===== src/rtl/numb2str.sv =====
// numb2str: binary to character-string converter (decimal or hex).
// Ports: clk, rst, start, value -> busy, done, overflow; char_idx -> char_code.
// Option: LEADING_ZERO_BLANK_EN blanks zeros left of the first nonzero digit.
`timescale 1ns/1ps
module numb2str #(
  parameter int WIDTH = 16,
  parameter int NDIGITS = 5,
  parameter int HEX = 0,
  parameter logic [6:0] DIGIT0_CODE = 7'h30,
  parameter logic [6:0] ALPHA_CODE = 7'h41,
  parameter logic [6:0] SPACE_CODE = 7'h20,
  localparam int IW = (NDIGITS > 1) ? $clog2(NDIGITS) : 1
) (
  input  logic             clk,
  input  logic             rst,
  input  logic             start,
  input  logic [WIDTH-1:0] value,
  output logic             busy,
  output logic             done,
  output logic             overflow,
  input  logic [IW-1:0]    char_idx,
  output logic [6:0]       char_code
);

  localparam int BW = 4 * NDIGITS;
  localparam int CW = $clog2(WIDTH);

  localparam logic [1:0] IDLE    = 2'd0;
  localparam logic [1:0] CONVERT = 2'd1;
  localparam logic [1:0] LOAD    = 2'd2;

  logic [1:0]          state;
  logic [WIDTH-1:0]    shreg;
  logic [BW-1:0]       bcd;
  logic [BW-1:0]       adj;
  logic [BW-1:0]       dbuf;
  logic [CW-1:0]       cnt;
  logic                ovp;
  logic [WIDTH+BW-1:0] ext;
  logic [NDIGITS-1:0]  blank;
  logic [3:0]          dsel;
  logic                bsel;
  logic                inrng;
  logic [6:0]          code_nxt;

  assign busy = (state == CONVERT);
  assign done = (state == LOAD);

  // Zero-extended capture; bits at or above BW cannot be shown in hex.
  assign ext = {{BW{1'b0}}, shreg};

  // Add-3 to every BCD digit >= 5 before the shift.
  always_comb begin
    adj = bcd;
    for (int i = 0; i < NDIGITS; i++) begin
      if (bcd[4*i +: 4] >= 4'd5)
        adj[4*i +: 4] = bcd[4*i +: 4] + 4'd3;
    end
  end

  always_ff @(posedge clk or posedge rst) begin
    if (rst) begin
      state    <= IDLE;
      shreg    <= '0;
      bcd      <= '0;
      cnt      <= '0;
      ovp      <= 1'b0;
      dbuf     <= '0;
      overflow <= 1'b0;
    end else begin
      case (state)
        IDLE: begin
          if (start) begin
            shreg <= value;
            bcd   <= '0;
            ovp   <= 1'b0;
            cnt   <= CW'(WIDTH - 1);
            state <= CONVERT;
          end
        end
        CONVERT: begin
          if (HEX != 0) begin
            bcd   <= ext[BW-1:0];
            ovp   <= |ext[WIDTH+BW-1:BW];
            state <= LOAD;
          end else begin
            // Top bit leaving the BCD field means the value needs more digits.
            bcd   <= {adj[BW-2:0], shreg[WIDTH-1]};
            ovp   <= ovp | adj[BW-1];
            shreg <= {shreg[WIDTH-2:0], 1'b0};
            cnt   <= cnt - 1'b1;
            if (cnt == '0)
              state <= LOAD;
          end
        end
        LOAD: begin
          dbuf     <= bcd;
          overflow <= ovp;
          state    <= IDLE;
        end
        default: state <= IDLE;
      endcase
    end
  end

`ifdef LEADING_ZERO_BLANK_EN
  logic seen;
  // Position 0 is leftmost; the rightmost position is never blanked.
  always_comb begin
    blank = '0;
    seen  = 1'b0;
    for (int i = 0; i < NDIGITS; i++) begin
      if (dbuf[4*(NDIGITS-1-i) +: 4] != 4'd0)
        seen = 1'b1;
      blank[i] = !seen && (i != NDIGITS - 1);
    end
  end
`else
  assign blank = '0;
`endif

  always_comb begin
    dsel  = '0;
    bsel  = 1'b0;
    inrng = 1'b0;
    for (int i = 0; i < NDIGITS; i++) begin
      if (char_idx == IW'(i)) begin
        dsel  = dbuf[4*(NDIGITS-1-i) +: 4];
        bsel  = blank[i];
        inrng = 1'b1;
      end
    end
  end

  always_comb begin
    code_nxt = SPACE_CODE;
    if (inrng && !bsel) begin
      if (dsel <= 4'd9)
        code_nxt = DIGIT0_CODE + {3'b000, dsel};
      else
        code_nxt = ALPHA_CODE + {3'b000, dsel - 4'd10};
    end
  end

  always_ff @(posedge clk or posedge rst) begin
    if (rst)
      char_code <= SPACE_CODE;
    else
      char_code <= code_nxt;
  end

endmodule


===== config.mk =====
export PLATFORM = sky130hd
export DESIGN_NAME = numb2str
export DESIGN_NICKNAME = d
export VERILOG_FILES = /design/src/rtl/numb2str.sv
export SDC_FILE = /design/constraint.sdc
export NUM_CORES = 1
export LEC_CHECK = 0
export ABC_AREA = 1
export ABC_CLOCK_PERIOD_IN_PS = 2500
export CAP_MARGIN = 25
export CORE_UTILIZATION = 34
export CTS_BUF_LIST = sky130_fd_sc_hd__clkbuf_8
export CTS_CLUSTER_SIZE = 10
export DETAILED_ROUTE_END_ITERATION = 16
export GPL_ROUTABILITY_DRIVEN = 0
export PLACE_DENSITY_LB_ADDON = 0.12
export RECOVER_POWER = 25
export SLEW_MARGIN = 20
export SYNTH_ARGS = -nofsm -noshare
export SYNTH_HDL_FRONTEND = slang
export SYNTH_SLANG_ARGS = --single-unit

===== constraint.sdc =====
create_clock -name clk -period 2.5 [get_ports clk]
set_input_delay 0.5 -clock clk [delete_from_list [all_inputs] [get_ports clk]]
set_output_delay 0.5 -clock clk [all_outputs]
set_load 0.02 [all_outputs]

==> results_dict.tcl, run 1 <==
set metrics [dict create \
    outcome "completed" \
    grt_overflow_total 0 \
    worstSetupPathType "flip-flop to primary output" \
    drt-pass1-iter-count 4 \
    fmax_mhz 427 \
    drt_iter0_markers 154 \
    syn-num-nets 447 \
    yosysWarnings 0 \
    grt_pass1_wl_um 13600 \
    root_buffer "clkbuf_8" \
    critPathTopFamily "buffers and inverters" \
    cp.required_ps 2000 \
    worst_slew_pin_slew_ps 1360 \
    synthMuxAreaShare_pct 0 \
    synth-adder-area-share_pct 5.23 \
    n_antenna_cell 0 \
    layout_commonest_cell "nand2_1" \
    totalWireLength_um 7660 \
    synth-seq-area-share_pct 49.5 \
    ys_ff_latch 71 \
    end_kind "primary output" \
    rsz0062_at_grt "false" \
    postSynthCellCount 410 \
    max_slew_margin_pct 9.48 \
    synth-xor-area-share_pct 1.46 \
    area_delta_synth_final_pct 23.7 \
    fin_area_sq_um 4440 \
    core-area_sq_um 10300 \
    skew_ps 13.8 \
    die_area_sq_um 11000 \
    peakVddDrop_mv 0.658 \
    drive_gt1_share_pct 14.3 \
    antenna_left 0 \
    n_fill_cell 1033 \
    num_rows 37 \
    clock_latency_ps 350 \
    cts-resized-gates 0 \
    multi_input_area_sq_um 1490 \
    wl_per_cell_um 12.7 \
    num_io_pins 32 \
    cts.sinks 71 \
    grt_pass1_vias 2813 \
    regArea_sq_um 1780 \
    synth_simple_gate_area_share_pct 18.0 \
    drv_slew 0 \
    cts.reportedPaths.clkPinSlew_ps 80 \
    synth_top_family_by_area "simple AND/OR/NAND/NOR gates" \
    max-cap-violations 0 \
    p_per_area_nw_per_um2 1210 \
    dp_cells 587 \
    post_cts_buffers 0 \
    syn_area_per_cell_sq_um 8.75 \
    syn_area_sq_um 3590 \
    setup_violations 0 \
    synth-compound-area-share_pct 16.7 \
    crit_path_start_kind "flip-flop" \
    antenna_found_initial 0 \
    vias 2828 \
    final.period_utilization_pct 93.7 \
    ctsHoldBuffers 0 \
    ys_types 35 \
    die_h_um 105 \
    fp.dieW_um 105 \
    fin_cells 603 \
    port_buffers 31 \
    grt_use_total_pct 15.8 \
    dp_hpwl_um 5340 \
    initial_utilization_pct 34.9 \
    crit_chain "nor2_1 > clkdlybuf4s50_1" \
    path_max_fanout 3 \
    final_cell_mix "79 x nand2_1, 70 x dfrtp_1, 65 x o21ai_0" \
    nets 499 \
    hp-class "flip-flop to flip-flop" \
    worst_path_largest_cell_delay_ps 690 \
    cts_tree "done" \
    arrival_ps 1840 \
    cts_htree_levels 3 \
    path_buf_inv 1 \
    leakage_nw 2.13 \
    vias_per_cell 4.69 \
    cts_buffers 9 \
    slowest_stage "clkdlybuf4s50_1" \
    hold_violations 0 \
    placed_area_sq_um 4190 \
    clock_path_buffers 2 \
    drc 0 \
    grt_start_max_net_pins 54 \
    fin_crit_ps 2340 \
]
==> metrics by stage <==
step,setup slack (ps),total power [mW],hold WS [ps],util (%),TNS [ps]
global placement,-102,4.13,467,40.7,-426
CTS,115,5.44,492,43.4,0
floorplan,205,3.54,452,-,0
finish,156,5.37,490,43.2,0
detailed placement,-147,4.18,471,40.7,-752
global route,68.5,5.89,505,43.2,0
==> Yosys cell counts, drive strengths merged <==
library cell	n	area, sq um
nand2	83	327
xor2	6	52.6
nand3b	1	7.51
or2	1	6.26
nand4	3	33.8
inv	65	244
o22ai	7	43.8
dfrtp	70	1750
nand3	19	105
dfstp	1	26.3
a31oi	2	12.5
buf	10	67.6
o211a	1	10.0
clkbuf	3	11.3
a21oi	14	70.1
nor2	27	158
a22oi	2	15.0
o32ai	6	67.6
nor3	1	10.0
o21ai	67	335
a22o	1	8.76
ha	15	188
o211ai	5	37.5
==> power by group <==
| group | switching [mW] | total (mW) | internal [mW] |
|---|---|---|---|
| logic | 1.35 | 2.22 | 0.872 |
| clock network | 0.451 | 1.24 | 0.790 |
| registers | 0.264 | 1.91 | 1.65 |
| total | 2.06 | 5.37 | 3.31 |
==> metal layers <==
| metal | GRT usage [%] | routed length [um] | vias to the layer above |
|---|---|---|---|
| met2 | 24.3 | 3460 | 44 |
| met3 | 3.99 | 230 | 7 |
| met4 | 5.84 | 109 | 0 |
| met1 | 21.3 | 3870 | 1335 |
| met5 | 0 | 0 | - |
| li1 | - | - | 1442 |
==> final cells by class <==
type | count | area share (%)
repair buffers | 54 | 11.0
multi-input cells | 261 | 33.5
flip-flops and latches | 71 | 40.1
well taps | 136 | 3.83
clock buffers | 10 | 3.10
inverters | 65 | 5.50
clock inverters | 6 | 2.99
==> registers in the layout, summed over array words and instances (netlist names) <==
name       flops
dbuf          20
cnt            4
bcd           20
state          2
ovp            1
shreg         16
overflow       1
char_code      7
==> final timing paths <==
| check | startpoint | endpoint | slack [ps] | cells after the start |
|---|---|---|---|---|
| setup reg to reg | state[0] | dbuf[11] | 690 | 5 |
| max in group asynchronous | rst | dbuf[3] | 600 | 3 |
| hold / removal | cnt[3] | cnt[3] | 490 | 1 |
| hold reg to reg | cnt[3] | cnt[3] | 490 | 1 |
| min in group asynchronous | rst | dbuf[18] | 910 | 3 |
| setup / recovery | state[0] | done | 160 | 2 |
==> cell families after synthesis <==
kind of cell	count (synthesis)
fa+ha+maj	15
xor+xnor	6
compound gates	105
simple gates	135
buf+inv	78
flops	71
No activity file was read; power rests on OpenSTA's default activity.
==> inputs of run 2 (changes only) <==
--- a/config.mk
+++ b/config.mk
@@ -7,7 +7,6 @@
 export LEC_CHECK = 0
 export ABC_AREA = 1
 export ABC_CLOCK_PERIOD_IN_PS = 2500
-export CAP_MARGIN = 25
 export CORE_UTILIZATION = 34
 export CTS_BUF_LIST = sky130_fd_sc_hd__clkbuf_8
 export CTS_CLUSTER_SIZE = 10
==> results of run 2 <==
Same layout as run 1: the final DEF is identical, and so are final timing and power.
==> inputs of run 3 (changes only) <==
--- a/config.mk
+++ b/config.mk
@@ -7,7 +7,7 @@
 export LEC_CHECK = 0
 export ABC_AREA = 1
 export ABC_CLOCK_PERIOD_IN_PS = 2500
-export CORE_UTILIZATION = 34
+export CORE_UTILIZATION = 60
 export CTS_BUF_LIST = sky130_fd_sc_hd__clkbuf_8
 export CTS_CLUSTER_SIZE = 10
 export DETAILED_ROUTE_END_ITERATION = 16
==> run 3 against run 2 <==
The flow now finishes with violations (max-capacitance violations, max-slew violations). Sequential power is essentially flat. Final cell count fell by 12%. Worst hold slack worse by 5.2 ps. Clock-buffer cell count unchanged. Register-to-register slack better by 20 ps. Die area shrank 43%. Via count increased by 1.1%. Largest power group unchanged.
==> results_dict.tcl, run 3 (same netlist as run 1, synthesis figures left out) <==
set metrics [dict create \
    hold_slack_ps 485 \
    max_slew_margin_pct -2.52 \
    p_per_area_nw_per_um2 1160 \
    num_io_pins 32 \
    dp_hpwl_um 4970 \
    initial_utilization_pct 63.6 \
    nets 493 \
    skew_ps 11.7 \
    fmax_mhz 427 \
    crit_chain "clkdlybuf4s50_1 > nor2_2 > nand2_1 > nor2_1 > a21oi_1 > a21oi_1 > nor2_2 > ha_1 > or2_2 > nand4_4 > nand3_1 > nand2_1 > inv_1" \
    regArea_sq_um 1780 \
    totalWireLength_um 7180 \
    num_rows 27 \
    drt-pass1-iter-count 4 \
    fp.dieW_um 79.3 \
    grt_pass1_wl_um 12600 \
    worstSetupPathType "input pin to flip-flop" \
    antenna_left 0 \
    reg_top3 "bcd: 20 flops, dbuf: 20 flops, shreg: 16 flops" \
    slowest_stage "clkdlybuf4s50_1" \
    violations "max-capacitance violations, max-slew violations" \
    vias 2858 \
    grt_start_max_net_pins 72 \
    leakage_nw 2.06 \
    rsz0062_at_grt "false" \
    grt_overflow_total 0 \
    n_fill_cell 431 \
    worstSetupEndpoint "char_code[1]" \
    antenna_found_initial 0 \
    r2r_cells 5 \
    cts_buffers 9 \
    drc 0 \
    arrival_ps 2580 \
    fin_tns_setup_ps 0 \
    n_antenna_cell 0 \
    vias_per_cell 5.36 \
    cts-resized-gates 0 \
    die_h_um 79.3 \
    root_buffer "clkbuf_8" \
    drv_slew 72 \
    fin_crit_ps 2340 \
    layout_commonest_cell "nand2_1" \
    crit_path_start_kind "input pin" \
    worst_slew_pin_slew_ps 1540 \
    grt_pass1_vias 2821 \
    multi_input_area_sq_um 1490 \
    drt_iter0_markers 203 \
    setup_violations 0 \
    worst_path_largest_cell_delay_ps 510 \
    core-area_sq_um 5640 \
    post_cts_buffers 0 \
    max-cap-violations 1 \
    die_area_sq_um 6290 \
    grt_use_total_pct 26.4 \
    hp-class "flip-flop to flip-flop" \
    clock_latency_ps 350 \
    final_cell_mix "79 x nand2_1, 70 x dfrtp_1, 65 x o21ai_0" \
    r2r_start "state[0]" \
    cts.sinks 71 \
    cp.required_ps 2740 \
    cts.reportedPaths.clkPinSlew_ps 80 \
    cts_tree "done" \
    end_kind "flip-flop" \
    hold_violations 0 \
    port_buffers 31 \
    r2r-end "dbuf[9]" \
    ff2ff_setup_slack_ps 710 \
    path_max_fanout 4 \
    crit_start "char_idx[1]" \
    drive_gt1_share_pct 12.8 \
    clock_path_buffers 2 \
    wl_per_cell_um 13.5 \
    peakVddDrop_mv 1.02 \
    area_delta_synth_final_pct 17.0 \
    cts_htree_levels 3 \
    ctsHoldBuffers 0 \
    final.period_utilization_pct 93.7 \
    outcome "finished, violations left" \
]
-- run 3: changes by cell type in the layout (fill, tap and decap cells not counted), sizes merged --
cell,before,now
buf,21,17
clkinv,1,3
clkbuf,12,10
inv,66,68
bufinv,4,0
-- run 3: power by group --
part / total, mW / leakage, nW / switching, mW / internal (mW)
sequential: 1.91 / 0.862 / 0.262 / 1.65
clock: 0.773 / 0.101 / 0.404 / 0.369
combinational: 2.21 / 1.09 / 1.36 / 0.847
total: 4.89 / 2.06 / 2.02 / 2.86
-- run 3: area by class of cell --
cell class / count / area share, %
sequential: 71 / 42.4
multi-input combinational: 261 / 35.4
timing repair buffer: 48 / 10.4
inverter: 65 / 5.81
clock buffer: 10 / 3.28
tap: 72 / 2.15
clock inverter: 6 / 0.596
-- run 3: worst min-delay path by stage --
| stage | startpoint | endpoint | slack [ps] | cells past startpoint |
|---|---|---|---|---|
| detailed placement | overflow | overflow | 470 | 2 |
| finish | overflow | overflow | 480 | 2 |
| CTS | dbuf[7] | dbuf[7] | 490 | 2 |
| global route | dbuf[16] | dbuf[16] | 520 | 2 |
| global placement | overflow | overflow | 460 | 2 |
| floorplan | shreg[1] | shreg[1] | 450 | 2 |
-- run 3: routing by layer --
layer  part of all wire (%)  global-route usage, %  vias to the layer above
met4                    2.2                   14.4                        0
met5                      0                      0                        -
met3                    2.7                   4.14                       18
met2                     48                   41.8                       52
met1                     47                   34.7                     1360
li1                       -                      -                     1428
-- run 3: through the flow --
| stage | power, mW | cell area (sq um) | instances | utilization, % | setup slack (ps) |
|---|---|---|---|---|---|
| finish | 4.89 | 4200 | 533 | 74.4 | 158 |
| global route | 5.34 | 4200 | 533 | 74.4 | 61.6 |
| CTS | 4.91 | 4210 | 533 | 74.7 | 152 |
| detailed placement | 4.12 | 4050 | 517 | 71.8 | -178 |
| global placement | 4.02 | 4050 | 517 | 71.8 | -78.4 |
| floorplan | 3.54 | 3590 | 410 | - | 205 |
-- run 3: worst max-delay path: cells and delay by family --
family                   cells  cell delay, ps
AO/OA/AOI/OAI                2             220
adder cells (fa/ha/maj)      1             200
buffers and inverters        2             550
AND/OR/NAND/NOR              8            1100
